[src/rtl/sum_frame_accumulator.sv]
// Sums BEATS {carry,sum} adder results into an ACC_W-bit frame total.
// Define SUM_ACC_SATURATE_EN to clamp the total at all ones on overflow.
module sum_frame_accumulator #(
    parameter int ACC_W = 12,
    parameter int BEATS = 8
) (
    input  logic             clk,
    input  logic             rst,
    input  logic             clr,
    input  logic             in_valid,
    output logic             in_ready,
    input  logic [3:0]       in_sum,
    input  logic             in_carry,
    output logic             out_valid,
    input  logic             out_ready,
    output logic [ACC_W-1:0] out_acc,
    output logic             out_ovf,
    output logic [7:0]       beat_cnt
);

    typedef enum logic {ACCUM, DONE} state_t;

    state_t           state;
    state_t           state_nxt;
    logic [ACC_W-1:0] acc;
    logic             ovf;
    logic [7:0]       cnt;
    logic             accept;
    logic             take;
    logic             last_beat;
    logic [ACC_W:0]   sum;
    logic [ACC_W-1:0] acc_add;

    assign accept    = in_valid && in_ready;
    assign take      = out_valid && out_ready;
    assign last_beat = (cnt == 8'(BEATS - 1));
    assign sum       = {1'b0, acc} + {{(ACC_W - 4){1'b0}}, in_carry, in_sum};

`ifdef SUM_ACC_SATURATE_EN
    // Once clamped, stay clamped until the frame ends.
    assign acc_add = (sum[ACC_W] || ovf) ? {ACC_W{1'b1}} : sum[ACC_W-1:0];
`else
    assign acc_add = sum[ACC_W-1:0];
`endif

    always_ff @(posedge clk or posedge rst) begin
        if (rst) begin
            state <= ACCUM;
        end else begin
            state <= state_nxt;
        end
    end

    always_comb begin
        state_nxt = state;
        if (clr) begin
            state_nxt = ACCUM;
        end else begin
            unique case (state)
                ACCUM: if (accept && last_beat) state_nxt = DONE;
                DONE:  if (take) state_nxt = ACCUM;
                default: state_nxt = ACCUM;
            endcase
        end
    end

    always_comb begin
        in_ready  = (state == ACCUM);
        out_valid = (state == DONE);
    end

    always_ff @(posedge clk or posedge rst) begin
        if (rst) begin
            acc <= '0;
            ovf <= 1'b0;
            cnt <= '0;
        end else if (clr || take) begin
            acc <= '0;
            ovf <= 1'b0;
            cnt <= '0;
        end else if (accept) begin
            acc <= acc_add;
            ovf <= ovf | sum[ACC_W];
            cnt <= cnt + 8'd1;
        end
    end

    assign out_acc  = acc;
    assign out_ovf  = ovf;
    assign beat_cnt = cnt;

endmodule

[config.mk]
export PLATFORM = sky130hd
export DESIGN_NAME = sum_frame_accumulator
export DESIGN_NICKNAME = d
export VERILOG_FILES = /design/src/rtl/sum_frame_accumulator.sv
export SDC_FILE = /design/constraint.sdc
export NUM_CORES = 1
export LEC_CHECK = 0
export CAP_MARGIN = 10
export CORE_MARGIN = 2
export CORE_UTILIZATION = 28
export CTS_CLUSTER_SIZE = 16
export DETAILED_ROUTE_END_ITERATION = 12
export HOLD_SLACK_MARGIN = 0.03
export PLACE_DENSITY_LB_ADDON = 0.05
export SLEW_MARGIN = 0
export SYNTH_ARGS = -nofsm -noshare
export SYNTH_HDL_FRONTEND = slang
export SYNTH_SLANG_ARGS = --single-unit
[constraint.sdc]
create_clock -name clk -period 3.8 [get_ports clk]
set_input_delay 0.76 -clock clk [delete_from_list [all_inputs] [get_ports clk]]
set_output_delay 0.76 -clock clk [all_outputs]
set_load 0.03 [all_outputs]
* Yosys cells after proc, flatten, opt, wreduce, memory -nomap -nowiden *
Index checks and enable logic that the tools add are counted.

storage, ports and cells
  register bits = 22
  bits of input ports = 10
  output and inout bits = 23

operators by class
  add/subtract/negate cells = 2
  eq/ne operators = 1
  muxes and demuxes = 10
  bitwise operators = 2
  reductions and logical operators = 5

operators with widths
  cell                   number
  $mux W12               2
  $mux W8                2
  $add A12 B5 Y13        1
  $add A8 B1 Y8 const B  1
  $eq A8 B3 Y1 const B   1
  $mux W1                5
  $logic_and A1 B1 Y1    3
  $pmux W1 S2            1
  $reduce_bool A2 Y1     1
  $logic_or A1 B1 Y1     1
  $not A1 Y1             1
  $or A1 B1 Y1           1

* Logic depth before layout (Yosys ltp) *
Gate-level depths: netlist of the first run.

  depth in word-level cells = 6
  depth in mapped cells = 6

* Worst setup path after synthesis of the first run *
OpenSTA, ideal clock, no wires.

  path kind = input-to-reg
  from = in in_sum[0]
  to = reg acc[6] (netlist: out_acc[6])
  setup time = 0.079 ns
  arrival time = 2.103 ns
  data required time = 3.721 ns
  setup slack = 1.618 ns
  cell stages on the path = 6
  buffers on the path = 0
  path through = ha_1 > fa_1 > a211oi_1 > o21bai_1 > nand3_1 > mux2i_1

between the ends
  word-level cells in the longest chain between the ends = 3

ends and longest elaborated chain
  what                  RTL line  source
  from (decl)           12        input logic [3:0] in_sum,
  $add A12 B5 Y13       37        assign sum = {1'b0, acc} + {{(ACC_W - 4){1'b0}}, in_carry, in_sum};
  $mux W12              81        end else if (accept) begin
  $mux W12              77        end else if (clr || take) begin
  to (signal assigned)  74        acc <= '0;
  to (signal assigned)  78        acc <= '0;
  to (signal assigned)  82        acc <= acc_add;
  to (decl)             25        logic [ACC_W-1:0] acc;

Every way passes these cells. The select of a mux whose other input is x is not followed.
A chain may end at the register's enable or synchronous reset.

* Worst setup path after layout of the first run *
Same ends and word-level chain as after synthesis.

==> qor.csv, run 1 <==
stage,metric,value,unit
run_status,status,"complete, no violations",
drt,detailed-route DRC error count,0,
synth,sequential share of the synthesized area,0.434,
setup_path,Worst Setup End Kind,flip-flop,
finish,Antenna diodes,0,
synth,register bit total from synthesis,22,
placed_design,routability cong.,0.780,
cts,CTS Sinks,22,
setup_path,startpoint types,primary input,
drt,initial detailed-routing violation count,46,
drt,Vias,1145,
placed_design,port bufs,32,
cts,clk_lat worst skew,260,ps
sta,fin worst setup slack,1240,ps
sta,post-layout min period,2560,ps
setup_path,R2R cell count,6,
synth,Synth Area per Inst,9.32,um^2
sta,RSZ-0062 raised after global routing,no,
setup_path,kind of critical path,primary input to flip-flop,
sta,TNS Setup,0,ps
cts,CTS tree,yes,
drt,Avg WL per Cell,15.0,um
flow_run,Max-Cap Viols,0,
setup_path,crit-path cells,clkdlybuf4s50_1 > ha_1 > fa_1 > a211oi_1 > o21bai_1 > nand3_1 > mux2i_1,
grt,initial antenna violation count,0,
placed_design,post-DP HPWL,2.37,mm
drt,Final ANT Viol Nets,0,
finish,number of fill cells,444,
setup_path,worst endpoint data arrival time,2750,ps
sta,final hold vios,0,
grt,largest net degree at the start of global routing,23,
die,initial core utilization,0.291,
setup_path,crit path max-delay cell type,fa_1,
finish,Finished Layout Cells,220,
synth,synthesized cell area,1270,um^2
cts,cts hold-fix bufs,0,
finish,area delta synth->final,33.1,%
synth,Mapped Cells,136,
cts,Post CTS Setup Buffer Count,0,
sta,Setup Skew,5.77,ps
setup_path,Critical Path Sink,out_acc[6],
cts,"CTS clk-pin slew, worst paths",80,ps
die,Placeable Area,4350,um^2
grt,vias in the first global route,1116,
drt,Routed WL,3.30,mm
setup_path,CP peak stage delay,440,ps
cts,H-tree depth,1,
sta,fin crit share,0.673,
grt,global-route wire length before repair,5.60,mm
sta,Slew Limit Fails,0,
die,die area,5080,um^2
sta,Slew headroom,0.386,
power_and_ir_drop,leakage power,0.774,nW
setup_path,CP required,3990,ps
power_and_ir_drop,Max IR drop VDD,0.000154,V
die,Die Wd,71.3,um
drt,DR pass1 iterations,4,
synth,Synthesis Warnings,0,
placed_design,pre-CTS setup slack,970,ps
finish,Final nets,187,
die,# rows,24,
sta,Final setup viols,0,
finish,share of layout cells above drive strength 1,0.0536,
setup_path,start point of the critical path,in_sum[0],
sta,minimum hold slack,503,ps
synth,Post-synth ARST share,1.00,
die,Die Y,71.3,um
setup_path,R2R Setup Slk,1760,ps
synth,Post-synth top flop,dfrtp_1,
synth,Post-synth EDFFs,0,
synth,Mapped Nets,153,
cts,Max clock buf depth,2,
placed_design,dpl cells,217,
grt,GRT Util Overall,0.140,
setup_path,Reg-to-Reg End,out_acc[6],
worst_hold_path,Worst Hold Class,flip-flop to flip-flop,
setup_path,R2R Path Start,out_acc[0],
sta,fmax,0.391,GHz
sta,worst slew pin tran,920,ps
cts,cts repair resizes,0,
cts,Clock Tree Root,clkbuf_8,
die,I/O pins,33,
cts,Num CTS Buffers,3,
synth,Netlist cell types,36,
drt,vias per std cell,5.20,
power_and_ir_drop,PwrDens,310,nW/um^2
grt,gr ovfl total,0,
setup_path,largest fanout on the critical path,6,
[metal layers]
layer  track usage  wire length (um)  vias to the layer above
li1              -                 -                      562
met1         0.197              1580                      546
met2         0.217              1530                       35
met3        0.0253               168                        2
met4        0.0461                23                        0
met5             0                 0                        -
[power breakdown]
group / total (mW) / switching (mW) / internal (mW)
Combinational: 0.123 / 0.0737 / 0.0492
Clock: 0.148 / 0.0771 / 0.0708
Sequential: 0.251 / 0.00911 / 0.242
[metrics by stage]
step	utilization	power, mW	area [um^2]
final	0.387	0.522	1690
after global routing	0.387	0.553	1690
after detailed placement	0.378	0.380	1650
after floorplan	-	0.332	1270
after CTS	0.387	0.533	1690
after global placement	0.378	0.381	1650
[state kept, by name (all words and copies together) (netlist names)]
name,count
out_valid,1
out_acc,12
out_ovf,1
beat_cnt,8
[placed cells by master, fill, tap and decap left out, drive strengths merged, types with 2 or more instances in the layout]
cell type,Yosys,final
inv,2,2
a21o,3,3
nor2b,2,2
and3,2,2
a31oi,6,6
dfrtp,22,22
nor2,15,15
a211oi,5,5
ha,6,6
nand3,5,5
clkbuf,1,3
xor2,4,4
nand3b,3,3
a21oi,3,3
nand2,19,19
o21ai,10,10
nand4,3,3
buf,4,2
clkdlybuf4s50,0,32
nand2b,2,2
a41o,5,5
or4,2,2
[cell usage after synthesis, drive strengths merged (2+ instances only)]
cell type,number,area [um^2]
dfrtp,22,551
nand2,19,71.3
nor2,15,56.3
o21ai,10,50.0
a31oi,6,37.5
ha,6,75.1
a211oi,5,42.5
a41o,5,50.1
nand3,5,25.0
buf,4,17.5
xor2,4,35.0
a21o,3,22.5
a21oi,3,15.0
nand3b,3,22.5
nand4,3,18.8
and3,2,12.5
inv,2,7.51
nand2b,2,12.5
nor2b,2,12.5
or4,2,15.0
[critical path, delay by kind of cell]
family	cells	cell delay, ps
mux	1	190
fa+ha+maj	2	680
buf+inv	1	410
simple gates	1	170
compound gates	2	530
[cell families (layout without fill, tap and decap cells)]
| group | count (synthesis) | after routing | synth area share |
|---|---|---|---|
| xor gates and xnor gates | 5 | 5 | 0.0345 |
| buffers and inverters | 7 | 39 | 0.0237 |
| AOI/OAI and AO/OA | 35 | 35 | 0.191 |
| adders and majority gates | 7 | 7 | 0.0750 |
| and+or+nand+nor | 58 | 58 | 0.225 |
| DFF | 22 | 22 | 0.434 |
| muxes | 2 | 2 | 0.0168 |
[layout make-up]
cell class                 instances  area (um^2)  share of cell area
clock buffer                       3         41.3              0.0245
inverter                           2         7.51             0.00445
multi-input combinational        107          687               0.407
sequential                        22          551               0.326
tap                               52         65.1              0.0386
timing repair buffer              34          335               0.199
[how the worst min path moves through the flow]
stage          slack [ps]    start      end  depth (start not counted)
2_1_floorplan         670  out_ovf  out_ovf                          2
3_3_place_gp          500  out_ovf  out_ovf                          2
3_5_place_dp          490  out_ovf  out_ovf                          2
4_1_cts               510  out_ovf  out_ovf                          2
5_1_grt               530  out_ovf  out_ovf                          2
6_report              500  out_ovf  out_ovf                          2
No activity file was read; power rests on OpenSTA's default activity.
==> run 2: changes to the inputs <==
clock period = 2.5 ns   (was 3.8 ns; I/O delays follow)
==> run 2 against run 1 <==
Compared with the run above:
- sequential power grew 52%
- total power grew 75%
- clock skew shrank 1.2 ps
- via count grew 0.79%
- combinational power grew 54%
- clock power grew 130%
- design area grew 3.1%
- largest cell class unchanged
==> qor.csv, run 2 (synthesis gave the netlist of run 1 again) <==
stage,metric,value,unit,change
run_status,status,"complete, no violations",,unchanged
placed_design,post-DP HPWL,2.37,mm,about the same
drt,Vias,1154,,was 1145
setup_path,CP required,2700,ps,was 3990 ps
setup_path,worst endpoint data arrival time,2440,ps,was 2750 ps
placed_design,port bufs,32,,unchanged
setup_path,Top delay family on crit path,adder cells,,unchanged
drt,Final ANT Viol Nets,0,,unchanged
finish,number of fill cells,451,,was 444
placed_design,pre-CTS setup slack,-8.86,ps,was 970 ps
setup_path,R2R Path Start,out_acc[0],,unchanged
sta,Slew headroom,0.648,,was 0.386
power_and_ir_drop,Switch Pwr,0.254,mW,was 0.160 mW
die,# rows,24,,unchanged
finish,multi-input logic area,687,um^2,unchanged
setup_path,CP peak stage delay,400,ps,was 440 ps
setup_path,startpoint types,primary input,,unchanged
setup_path,CP bufs+invs,1,,unchanged
sta,Setup Skew,4.54,ps,was 5.77 ps
flow_run,Max-Cap Viols,0,,unchanged
sta,fin worst setup slack,263,ps,was 1240 ps
grt,gr ovfl total,0,,unchanged
cts,cts hold-fix bufs,0,,unchanged
sta,fmax,0.447,GHz,
setup_path,kind of critical path,primary input to flip-flop,,unchanged
setup_path,crit path max-delay cell type,clkdlybuf4s50_1,,was fa_1
die,Placeable Area,4350,um^2,unchanged
power_and_ir_drop,Comb power frac,0.207,,was 0.235
setup_path,crit-path cells,clkdlybuf4s50_1 > ha_1 > fa_1 > a211oi_1 > o21bai_1 > nand3_1 > mux2i_1,,unchanged
power_and_ir_drop,internal cell power,0.661,mW,was 0.362 mW
setup_path,Worst Setup End Kind,flip-flop,,unchanged
drt,Routed WL,3.29,mm,was 3.30 mm
finish,FF/Latch Area,551,um^2,unchanged
die,Die Y,71.3,um,unchanged
drt,Avg WL per Cell,14.7,um,was 15.0 um
drt,initial detailed-routing violation count,34,,was 46
cts,CTS Sinks,22,,unchanged
finish,Antenna diodes,0,,unchanged
cts,H-tree depth,1,,unchanged
sta,RSZ-0062 raised after global routing,no,,unchanged
sta,minimum hold slack,517,ps,was 503 ps
drt,vias per std cell,5.15,,was 5.20
cts,cts repair resizes,0,,unchanged
grt,global-route wire length before repair,5.77,mm,was 5.60 mm
setup_path,largest fanout on the critical path,6,,unchanged
finish,final core area utilization,0.399,,was 0.387
cts,clk_lat worst skew,270,ps,was 260 ps
drt,detailed-route DRC error count,0,,unchanged
finish,Final nets,190,,was 187
power_and_ir_drop,Clk pwr share,0.375,,was 0.283
sta,final hold vios,0,,unchanged
cts,Num CTS Buffers,3,,unchanged
cts,Post CTS Setup Buffer Count,0,,unchanged
sta,Slew Limit Fails,0,,unchanged
grt,largest net degree at the start of global routing,23,,unchanged
finish,flip-flop count of the largest register after layout,12,,unchanged
power_and_ir_drop,PwrDens,526,nW/um^2,was 310 nW/um^2
die,Die Wd,71.3,um,unchanged
die,initial core utilization,0.291,,unchanged
cts,Clock Tree Root,clkbuf_8,,unchanged
power_and_ir_drop,sequential power share,0.417,,was 0.482
finish,share of layout cells above drive strength 1,0.0756,,was 0.0536
grt,initial antenna violation count,0,,unchanged
die,I/O pins,33,,unchanged
sta,Final setup viols,0,,unchanged
die,die area,5080,um^2,unchanged
finish,area delta synth->final,37.2,%,was 33.1%
sta,fin crit share,0.895,,
sta,worst slew pin tran,527,ps,was 920 ps
finish,"commonest non-fill, non-tap cell in the layout",clkdlybuf4s50_1,,unchanged
worst_hold_path,Worst Hold Class,flip-flop to flip-flop,,unchanged
cts,CTS tree,yes,,unchanged
grt,vias in the first global route,1155,,was 1116
power_and_ir_drop,Max IR drop VDD,0.000376,V,was 0.000154 V
cts,"CTS clk-pin slew, worst paths",90,ps,was 80 ps
finish,"commonest cells after routing, fill and taps aside","32 x clkdlybuf4s50_1, 22 x dfrtp_1, 19 x nand2_1",,unchanged
setup_path,start point of the critical path,in_sum[0],,unchanged
cts,Max clock buf depth,2,,unchanged
power_and_ir_drop,leakage power,0.803,nW,was 0.774 nW
sta,post-layout min period,2240,ps,
drt,DR pass1 iterations,4,,unchanged
placed_design,routability cong.,0.746,,was 0.780
power_and_ir_drop,switching part of the total,0.278,,was 0.306
grt,GRT Util Overall,0.142,,was 0.140
worst_hold_path,HP Start,out_ovf,,unchanged
-- run 2: layout make-up --
| cell class | count | share of cell area |
|---|---|---|
| clock buffers | 3 | 0.0237 |
| clock inverters | 1 | 0.0173 |
| flip-flops and latches | 22 | 0.317 |
| well taps | 52 | 0.0374 |
| multi-input cells | 107 | 0.395 |
| inverters | 2 | 0.00432 |
| repair buffers | 37 | 0.206 |
-- run 2: through the flow --
stage | instances | TNS (ps) | power [mW] | area [um^2]
floorplan | 136 | 0 | 0.505 | 1270
global placement | 220 | 0 | 0.581 | 1670
detailed placement | 220 | -8.86 | 0.580 | 1670
CTS | 224 | 0 | 0.929 | 1740
global route | 224 | 0 | 0.962 | 1740
finish | 224 | 0 | 0.915 | 1740
-- run 2: tightest hold or removal path, cell delays in order (launching register included) --
cell	delay, ps
dfrtp_1	360
a31oi_1	40
nor2_1	80
-- run 2: worst paths after layout --
check / endpoint / slack, ps / depth (start not counted)
setup / recovery: out_acc[6] / 260 / 7
hold / removal: out_ovf / 520 / 2
setup reg to reg: out_acc[6] / 520 / 6
hold reg to reg: out_ovf / 520 / 2
max in group asynchronous: out_acc[5] / 1700 / 3
min in group asynchronous: beat_cnt[1] / 560 / 3
-- run 2: power groups by stage --
stage | registers [mW] | logic (mW) | clock network [mW]
floorplan | 0.413 | 0.0922 | 0
global placement | 0.389 | 0.192 | 0
detailed placement | 0.389 | 0.191 | 0
CTS | 0.382 | 0.192 | 0.354
global route | 0.385 | 0.213 | 0.364
finish | 0.382 | 0.190 | 0.343
-- run 2: metal layers --
metal  up-vias  part of all wire  global-route usage  wire length, um
li1        571                 -                   -                -
met2        23              0.48               0.226             1580
met4         0            0.0064              0.0252               21
met1       558              0.47               0.197             1560
met3         2             0.040              0.0380              132
met5         -                 0                   0                0
